--- src/rtl/dll_rst_seq.sv ---
// Reset sequencer for the phase-adjust DLL: pulses RST, waits for a qualified LOCKED,
// retries on timeout or lock glitch, and reports ready / sticky fail / sticky lock loss.
module dll_rst_seq #(
    parameter int unsigned RST_CYCLES    = 8,
    parameter int unsigned LOCK_TIMEOUT  = 4096,
    parameter int unsigned STABLE_CYCLES = 64,
    parameter int unsigned MAX_RETRIES   = 7,
    parameter int unsigned CW            = 13,
    parameter int unsigned RW            = 3
) (
    input  logic          clk,
    input  logic          rst,
    input  logic          locked,
    input  logic          restart,
    output logic          dll_rst,
    output logic          dll_ready,
    output logic          fail,
    output logic          lock_lost,
    output logic [RW-1:0] retry_cnt
);

    localparam logic [CW-1:0] RstLast     = CW'(RST_CYCLES - 1);
    localparam logic [CW-1:0] TimeoutLast = CW'(LOCK_TIMEOUT - 1);
    localparam logic [CW-1:0] StableLast  = CW'(STABLE_CYCLES - 1);
    localparam logic [RW-1:0] MaxRetries  = RW'(MAX_RETRIES);

    typedef enum logic [2:0] {
        StHold,
        StWait,
        StStable,
        StReady,
        StFail
    } state_e;

    state_e        state_q, state_d;
    logic [CW-1:0] cnt_q, cnt_d;
    logic [RW-1:0] retry_q, retry_d;
    logic          lock_lost_q, lock_lost_d;
    logic          sync1_q, locked_s;
    logic          dll_rst_q, dll_ready_q, fail_q;
    logic          attempt_failed;

    // LOCKED comes from the DLL output domain; only locked_s is used past this point.
    always_ff @(posedge clk or posedge rst) begin
        if (rst) begin
            sync1_q  <= 1'b0;
            locked_s <= 1'b0;
        end else begin
            sync1_q  <= locked;
            locked_s <= sync1_q;
        end
    end

    always_comb begin
        state_d        = state_q;
        retry_d        = retry_q;
        lock_lost_d    = lock_lost_q;
        attempt_failed = 1'b0;

        unique case (state_q)
            StHold: begin
                if (cnt_q == RstLast) state_d = StWait;
            end
            StWait: begin
                // A lock seen on the final timeout cycle takes precedence.
                if (locked_s) state_d = StStable;
                else if (cnt_q == TimeoutLast) attempt_failed = 1'b1;
            end
            StStable: begin
                if (!locked_s) attempt_failed = 1'b1;
                else if (cnt_q == StableLast) state_d = StReady;
            end
            StReady: begin
                if (!locked_s) begin
                    state_d     = StHold;
                    lock_lost_d = 1'b1;
                end
            end
            StFail: state_d = StFail;
            default: state_d = StHold;
        endcase

        if (attempt_failed) begin
            if (retry_q == MaxRetries) begin
                state_d = StFail;
            end else begin
                retry_d = retry_q + 1'b1;
                state_d = StHold;
            end
        end

        if (state_q != StReady && state_d == StReady) retry_d = '0;

        if (restart) begin
            state_d     = StHold;
            retry_d     = '0;
            lock_lost_d = 1'b0;
        end

        // READY and FAIL can last forever, so the counter freezes there rather than wrap.
        if (restart || state_d != state_q) begin
            cnt_d = '0;
        end else if (state_q == StHold || state_q == StWait || state_q == StStable) begin
            cnt_d = cnt_q + 1'b1;
        end else begin
            cnt_d = cnt_q;
        end
    end

    always_ff @(posedge clk or posedge rst) begin
        if (rst) begin
            state_q     <= StHold;
            cnt_q       <= '0;
            retry_q     <= '0;
            lock_lost_q <= 1'b0;
            dll_rst_q   <= 1'b1;
            dll_ready_q <= 1'b0;
            fail_q      <= 1'b0;
        end else begin
            state_q     <= state_d;
            cnt_q       <= cnt_d;
            retry_q     <= retry_d;
            lock_lost_q <= lock_lost_d;
            dll_rst_q   <= (state_d == StHold) || (state_d == StFail);
            dll_ready_q <= (state_d == StReady);
            fail_q      <= (state_d == StFail);
        end
    end

    assign dll_rst   = dll_rst_q;
    assign dll_ready = dll_ready_q;
    assign fail      = fail_q;
    assign lock_lost = lock_lost_q;
    assign retry_cnt = retry_q;

endmodule

--- config.mk ---
export PLATFORM = sky130hd
export DESIGN_NAME = dll_rst_seq
export DESIGN_NICKNAME = d
export VERILOG_FILES = /design/src/rtl/dll_rst_seq.sv
export SDC_FILE = /design/constraint.sdc
export NUM_CORES = 1
export LEC_CHECK = 0
export CAP_MARGIN = 5
export CORE_MARGIN = 2
export CORE_UTILIZATION = 53
export CTS_BUF_LIST = sky130_fd_sc_hd__clkbuf_4 sky130_fd_sc_hd__clkbuf_8
export DETAILED_ROUTE_END_ITERATION = 8
export PLACE_DENSITY = 0.8
export SLEW_MARGIN = 20
export SYNTH_ARGS = -nofsm -noshare
export SYNTH_HDL_FRONTEND = slang
export SYNTH_SLANG_ARGS = --single-unit
export TNS_END_PERCENT = 50
--- constraint.sdc ---
create_clock -name clk -period 2.7 [get_ports clk]
set_input_delay 0.54 -clock clk [delete_from_list [all_inputs] [get_ports clk]]
set_output_delay 0.54 -clock clk [all_outputs]
set_load 0.1 [all_outputs]
==> results.py, run 1 <==
metrics = {
    "run_status": {
        "status": "completed",
    },
    "place": {
        "hpwl_um": 1800,
        "place_inst": 159,
        "io_buffers": 10,
        "post-place-ws_ps": 413,
        "globalplace.congestion": 0.888,
        "dpl-instance-area_um2": 1380,
    },
    "global_routing": {
        "grtUsageTotal": 0.213,
        "antenna_found_initial": 0,
        "grt_pass1_wl_um": 4180,
        "overflow": 0,
        "grt_max_degree": 26,
        "grt_pass1_vias": 941,
    },
    "yosys": {
        "synth_top_family_by_area": "simple AND/OR/NAND/NOR gates",
        "ys_seq_elements": 25,
        "async_flop_share": 1.00,
        "seq_area_frac_synth": 0.481,
        "synth_ff_type": "dfrtp_1",
        "synth-simple-area-share": 0.256,
        "synth-edff-count": 0,
        "synthDistinctLibCells": 37,
        "synth_area_um2": 1300,
        "syn_inst": 127,
        "muxShareOfSynthArea": 0.0154,
        "synth-adder-area-share": 0.0288,
        "synth-xor-area-share": 0.0874,
        "syn_area_per_cell_um2": 10.3,
        "yosysWarnings": 0,
        "syn-num-nets": 134,
        "synth_compound_area_frac": 0.0836,
    },
    "die": {
        "std_cell_rows": 17,
        "die_w_um": 53.6,
        "core_um2": 2280,
        "die_area_um2": 2870,
        "die_y_um": 53.6,
        "io_pins": 11,
        "initial_core_util": 0.572,
    },
    "setup_path": {
        "arrival_ps": 2490,
        "cp_slowest_cell": "or4_1",
        "slowest_delay_ps": 510,
        "crit_fanout": 13,
        "endpoint_kind": "flop",
        "path_cells": "or4_1, or3_1, nor3_2, a2bb2oi_2, a2111oi_0",
        "worstPathRequired_ps": 2870,
        "crit_type": "flop to flop",
        "crit_buf_inv": 0,
        "worstSetupStartpointType": "flop",
        "crit_family": "simple AND/OR/NAND/NOR gates",
    },
    "clock_network": {
        "cts_root_buf": "clkbuf_4",
        "h-tree-depth": 1,
        "postCtsSetupBuffers": 0,
        "path_clk_slew_ps": 120,
        "cts_hold_buf": 0,
        "cts_buffers": 3,
        "cts_num_sinks": 25,
        "cts-resized-gates": 0,
        "cts_buffer_depth": 2,
        "cts_tree": "done",
        "clock_latency_ps": 320,
    },
    "sta": {
        "min_period_ps": 2320,
        "tightest_slew_ps": 847,
        "finalMaxSlewViolations": 0,
        "final.setup.tns_ps": 0,
        "rsz0062_at_grt": "no",
        "hold_viol_final": 0,
        "clock_skew_ps": 5.23,
        "holdWs_ps": 367,
        "setup_slack_ps": 377,
        "finalCritPeriodShare": 0.860,
        "maxSlewHeadroom": 0.434,
        "fmaxAchievable_mhz": 430,
        "finalSetupViolCount": 0,
    },
    "route": {
        "drt_iter0_markers": 16,
        "drtPass1Iterations": 4,
        "totalWireLength_um": 2470,
        "avgRoutedWirePerCell_um": 15.1,
        "dr_total_vias": 979,
        "viasPerCell": 6.01,
        "route.detailed.drc": 0,
        "postRouteAntennaNets": 0,
    },
    "pwr": {
        "pwr_density_cell_nw_per_um2": 421,
        "vdd.ir_drop.worst_mv": 0.362,
        "p_leak_nw": 0.639,
        "finalPower_uw": 593,
    },
    "layout": {
        "nNetsFinal": 143,
        "syn2layout_area_growth_pct": 8.07,
        "fillers": 197,
        "final_core_util": 0.618,
        "drive_gt1_frac": 0.148,
        "final_cells": 163,
        "antenna_cells": 0,
        "final_cell_area_um2": 1410,
    },
    "worst_hold_path": {
        "hp-class": "flop to flop",
    },
    "run": {
        "maxCapViolCount": 0,
    },
}
-- where the power goes --
part	leakage (nW)	total, mW	switching, mW	internal [mW]
logic	0.282	0.0351	0.0221	0.0130
clock network	0.0184	0.172	0.104	0.0679
registers	0.339	0.386	0.00604	0.380
-- cells in the mapped netlist, types with 3 or more instances --
master | number | area share
dfrtp_1 | 24 | 0.46
nor4_1 | 15 | 0.072
nor2_1 | 9 | 0.026
nand2_1 | 7 | 0.020
xor2_1 | 7 | 0.047
xnor2_1 | 6 | 0.040
nand4_1 | 5 | 0.024
nor3_1 | 5 | 0.019
a21oi_1 | 3 | 0.012
buf_2 | 3 | 0.012
ha_1 | 3 | 0.029
inv_1 | 3 | 0.0086
nand3_1 | 3 | 0.012
nor2b_1 | 3 | 0.014
-- cell usage in the layout, fill, tap and decap left out, types with 4 or more instances in the layout --
| cell type | Yosys | layout |
|---|---|---|
| nand2_1 | 7 | 7 |
| nor3_1 | 5 | 5 |
| xnor2_1 | 6 | 6 |
| buf_4 | 2 | 8 |
| clkbuf_4 | 0 | 4 |
| nor4_1 | 15 | 15 |
| dfrtp_1 | 24 | 24 |
| xor2_1 | 7 | 7 |
| nand4_1 | 5 | 5 |
| nor2_1 | 9 | 9 |
-- final cells by class --
cell class	count	area, um^2	area share
multi-input combinational	92	614	0.436
clock buffer	4	30.0	0.0213
timing repair buffer	11	90.1	0.0640
tap	28	35.0	0.0249
inverter	3	11.3	0.00800
sequential	25	627	0.445
-- routing by layer --
layer  GRT usage  part of all wire
met3      0.0611             0.034
met5           0                 0
met4       0.124             0.027
met1       0.267              0.44
met2       0.327              0.49
-- worst paths after layout --
| kind | startpoint | endpoint | slack, ps | cells past startpoint |
|---|---|---|---|---|
| worst max-delay path | cnt_q[6] | cnt_q[1] | 380 | 5 |
| worst min-delay path | sync1_q | locked_s | 370 | 0 |
| worst max register to register | cnt_q[6] | cnt_q[1] | 380 | 5 |
| worst min register to register | sync1_q | locked_s | 370 | 0 |
| max in group asynchronous | rst | dll_rst | 1850 | 3 |
| min in group asynchronous | rst | retry_cnt[1] | 550 | 3 |
-- sequential cells by signal, summed over array words and instances, names as in the netlist --
register	count
cnt_q	13
dll_rst	1
state_q	3
lock_lost	1
dll_ready	1
retry_cnt	3
locked_s	1
fail	1
sync1_q	1
-- worst register-to-register path: stages (launching register included) --
cell and delay, ps:
dfrtp_1 450, or4_1 510, or3_1 330, nor3_2 250, a2bb2oi_2 480, a2111oi_0 140
-- kinds of logic after synthesis --
family / after synthesis
AO/OA/AOI/OAI: 15
XOR/XNOR: 13
adder cells (fa/ha/maj): 3
buffers and inverters: 10
flip-flops: 25
multiplexers: 2
AND/OR/NAND/NOR: 59
No activity file was read; power rests on OpenSTA's default activity.
==> inputs of run 2 (changes only) <==
==> constraint.sdc (replaced) <==
create_clock -name clk -period 2.7 [get_ports clk]
set_input_delay 0.81 -clock clk [delete_from_list [all_inputs] [get_ports clk]]
set_output_delay 0.81 -clock clk [all_outputs]
set_load 0.1 [all_outputs]
==> run 2 against run 1 <==
  * Wire length up 1.3%
  * Largest cell class unchanged
  * Count of clock-buffer cells in the layout stayed put
  * Fmax shrank 0.17%
  * Global-route usage up 0.29 points
==> results.py, run 2 (synthesis results as in run 1) <==
metrics = {
    "route": {
        "avgRoutedWirePerCell_um": 15.3,
        "route.detailed.drc": 0,
        "drt_iter0_markers": 29,
        "totalWireLength_um": 2500,
        "postRouteAntennaNets": 0,
        "dr_total_vias": 1006,
        "viasPerCell": 6.17,
        "drtPass1Iterations": 5,
    },
    "die": {
        "die_w_um": 53.6,
        "die_y_um": 53.6,
        "io_pins": 11,
        "die_area_um2": 2870,
        "core_um2": 2280,
        "initial_core_util": 0.572,
        "std_cell_rows": 17,
    },
    "sta": {
        "finalSetupViolCount": 0,
        "finalCritPeriodShare": 0.862,
        "holdWs_ps": 368,
        "min_period_ps": 2330,
        "final.setup.tns_ps": 0,
        "rsz0062_at_grt": "no",
        "maxSlewHeadroom": 0.411,
        "fmaxAchievable_mhz": 430,
        "finalMaxSlewViolations": 0,
        "hold_viol_final": 0,
        "setup_slack_ps": 373,
        "tightest_slew_ps": 881,
        "clock_skew_ps": 9.24,
    },
    "clock_network": {
        "cts_root_buf": "clkbuf_4",
        "clock_latency_ps": 330,
        "cts_hold_buf": 0,
        "cts_num_sinks": 25,
        "postCtsSetupBuffers": 0,
        "path_clk_slew_ps": 130,
        "h-tree-depth": 1,
        "cts_buffer_depth": 2,
        "cts_buffers": 3,
        "cts-resized-gates": 0,
        "cts_tree": "done",
    },
    "setup_path": {
        "worstPathRequired_ps": 2870,
        "crit_type": "flop to flop",
        "ff2ff_setup_slack_ps": 370,
        "worstSetupStartpointType": "flop",
        "endpoint_kind": "flop",
        "crit_fanout": 13,
        "r2r-end": "cnt_q[1]",
        "arrival_ps": 2490,
        "r2r_start": "cnt_q[6]",
        "reg2reg_depth": 5,
    },
    "place": {
        "io_buffers": 10,
        "globalplace.congestion": 0.867,
        "place_inst": 159,
        "hpwl_um": 1760,
        "post-place-ws_ps": 402,
        "dpl-instance-area_um2": 1380,
    },
    "layout": {
        "mostFrequentLayoutCell": "dfrtp_1",
        "final_core_util": 0.618,
        "antenna_cells": 0,
        "final_cell_area_um2": 1410,
        "syn2layout_area_growth_pct": 8.07,
        "drive_gt1_frac": 0.148,
        "fillers": 187,
        "final_cells": 163,
        "largest-register": "cnt_q",
        "mostFrequentLayoutCells": "dfrtp_1 (24), nor4_1 (15), nor2_1 (9), buf_4 (8)",
        "nNetsFinal": 143,
        "largest_reg_flops": 13,
    },
    "global_routing": {
        "antenna_found_initial": 0,
        "grt_pass1_wl_um": 4320,
        "overflow": 0,
        "grt_max_degree": 22,
        "grtUsageTotal": 0.216,
        "grt_pass1_vias": 963,
    },
    "pwr": {
        "p_leak_nw": 0.639,
        "pwr_density_cell_nw_per_um2": 426,
        "finalPower_uw": 599,
        "vdd.ir_drop.worst_mv": 0.298,
    },
    "worst_hold_path": {
        "hold_start": "sync1_q",
        "hp-class": "flop to flop",
        "whs_endpoint": "locked_s",
        "whs_path_depth": 0,
    },
    "run": {
        "maxCapViolCount": 0,
    },
    "run_status": {
        "status": "completed",
    },
}
## run 2: cell counts in the layout (fill, tap and decap cells not counted)
No cell type changed its count.
## run 2: power breakdown
group / internal [mW] / switching, mW / total [mW]
logic: 0.0129 / 0.0218 / 0.0347
clock network: 0.0680 / 0.110 / 0.178
registers: 0.380 / 0.00607 / 0.386
total: 0.461 / 0.138 / 0.599
## run 2: metal layers
metal / vias to the layer above / track usage / routed length, um
met1: 487 / 0.287 / 1110
met3: 7 / 0.0250 / 99
met5: - / 0 / 0
li1: 484 / - / -
met2: 28 / 0.337 / 1220
met4: 0 / 0.132 / 72
## run 2: layout make-up
| type | instances | area, um^2 | area share |
|---|---|---|---|
| timing repair buffer | 11 | 90.1 | 0.0640 |
| sequential | 25 | 627 | 0.445 |
| multi-input combinational | 92 | 614 | 0.436 |
| tap | 28 | 35.0 | 0.0249 |
| clock buffer | 4 | 30.0 | 0.0213 |
| inverter | 3 | 11.3 | 0.00800 |
## run 2: worst max-delay path by stage
stage | from | end | slack [ps] | cells past startpoint
3_5_place_dp | cnt_q[6] | cnt_q[1] | 400 | 5
5_1_grt | cnt_q[6] | cnt_q[1] | 210 | 5
2_1_floorplan | retry_cnt[0] | retry_cnt[2] | 550 | 6
4_1_cts | cnt_q[6] | cnt_q[1] | 380 | 5
3_3_place_gp | cnt_q[6] | cnt_q[1] | 450 | 5
6_report | cnt_q[6] | cnt_q[1] | 370 | 5
## run 2: critical path, stage by stage (launching register included)
cell       delay [ps]
dfrtp_1           450
or4_1             520
or3_1             330
nor3_2            250
a2bb2oi_2         490
a2111oi_0         140
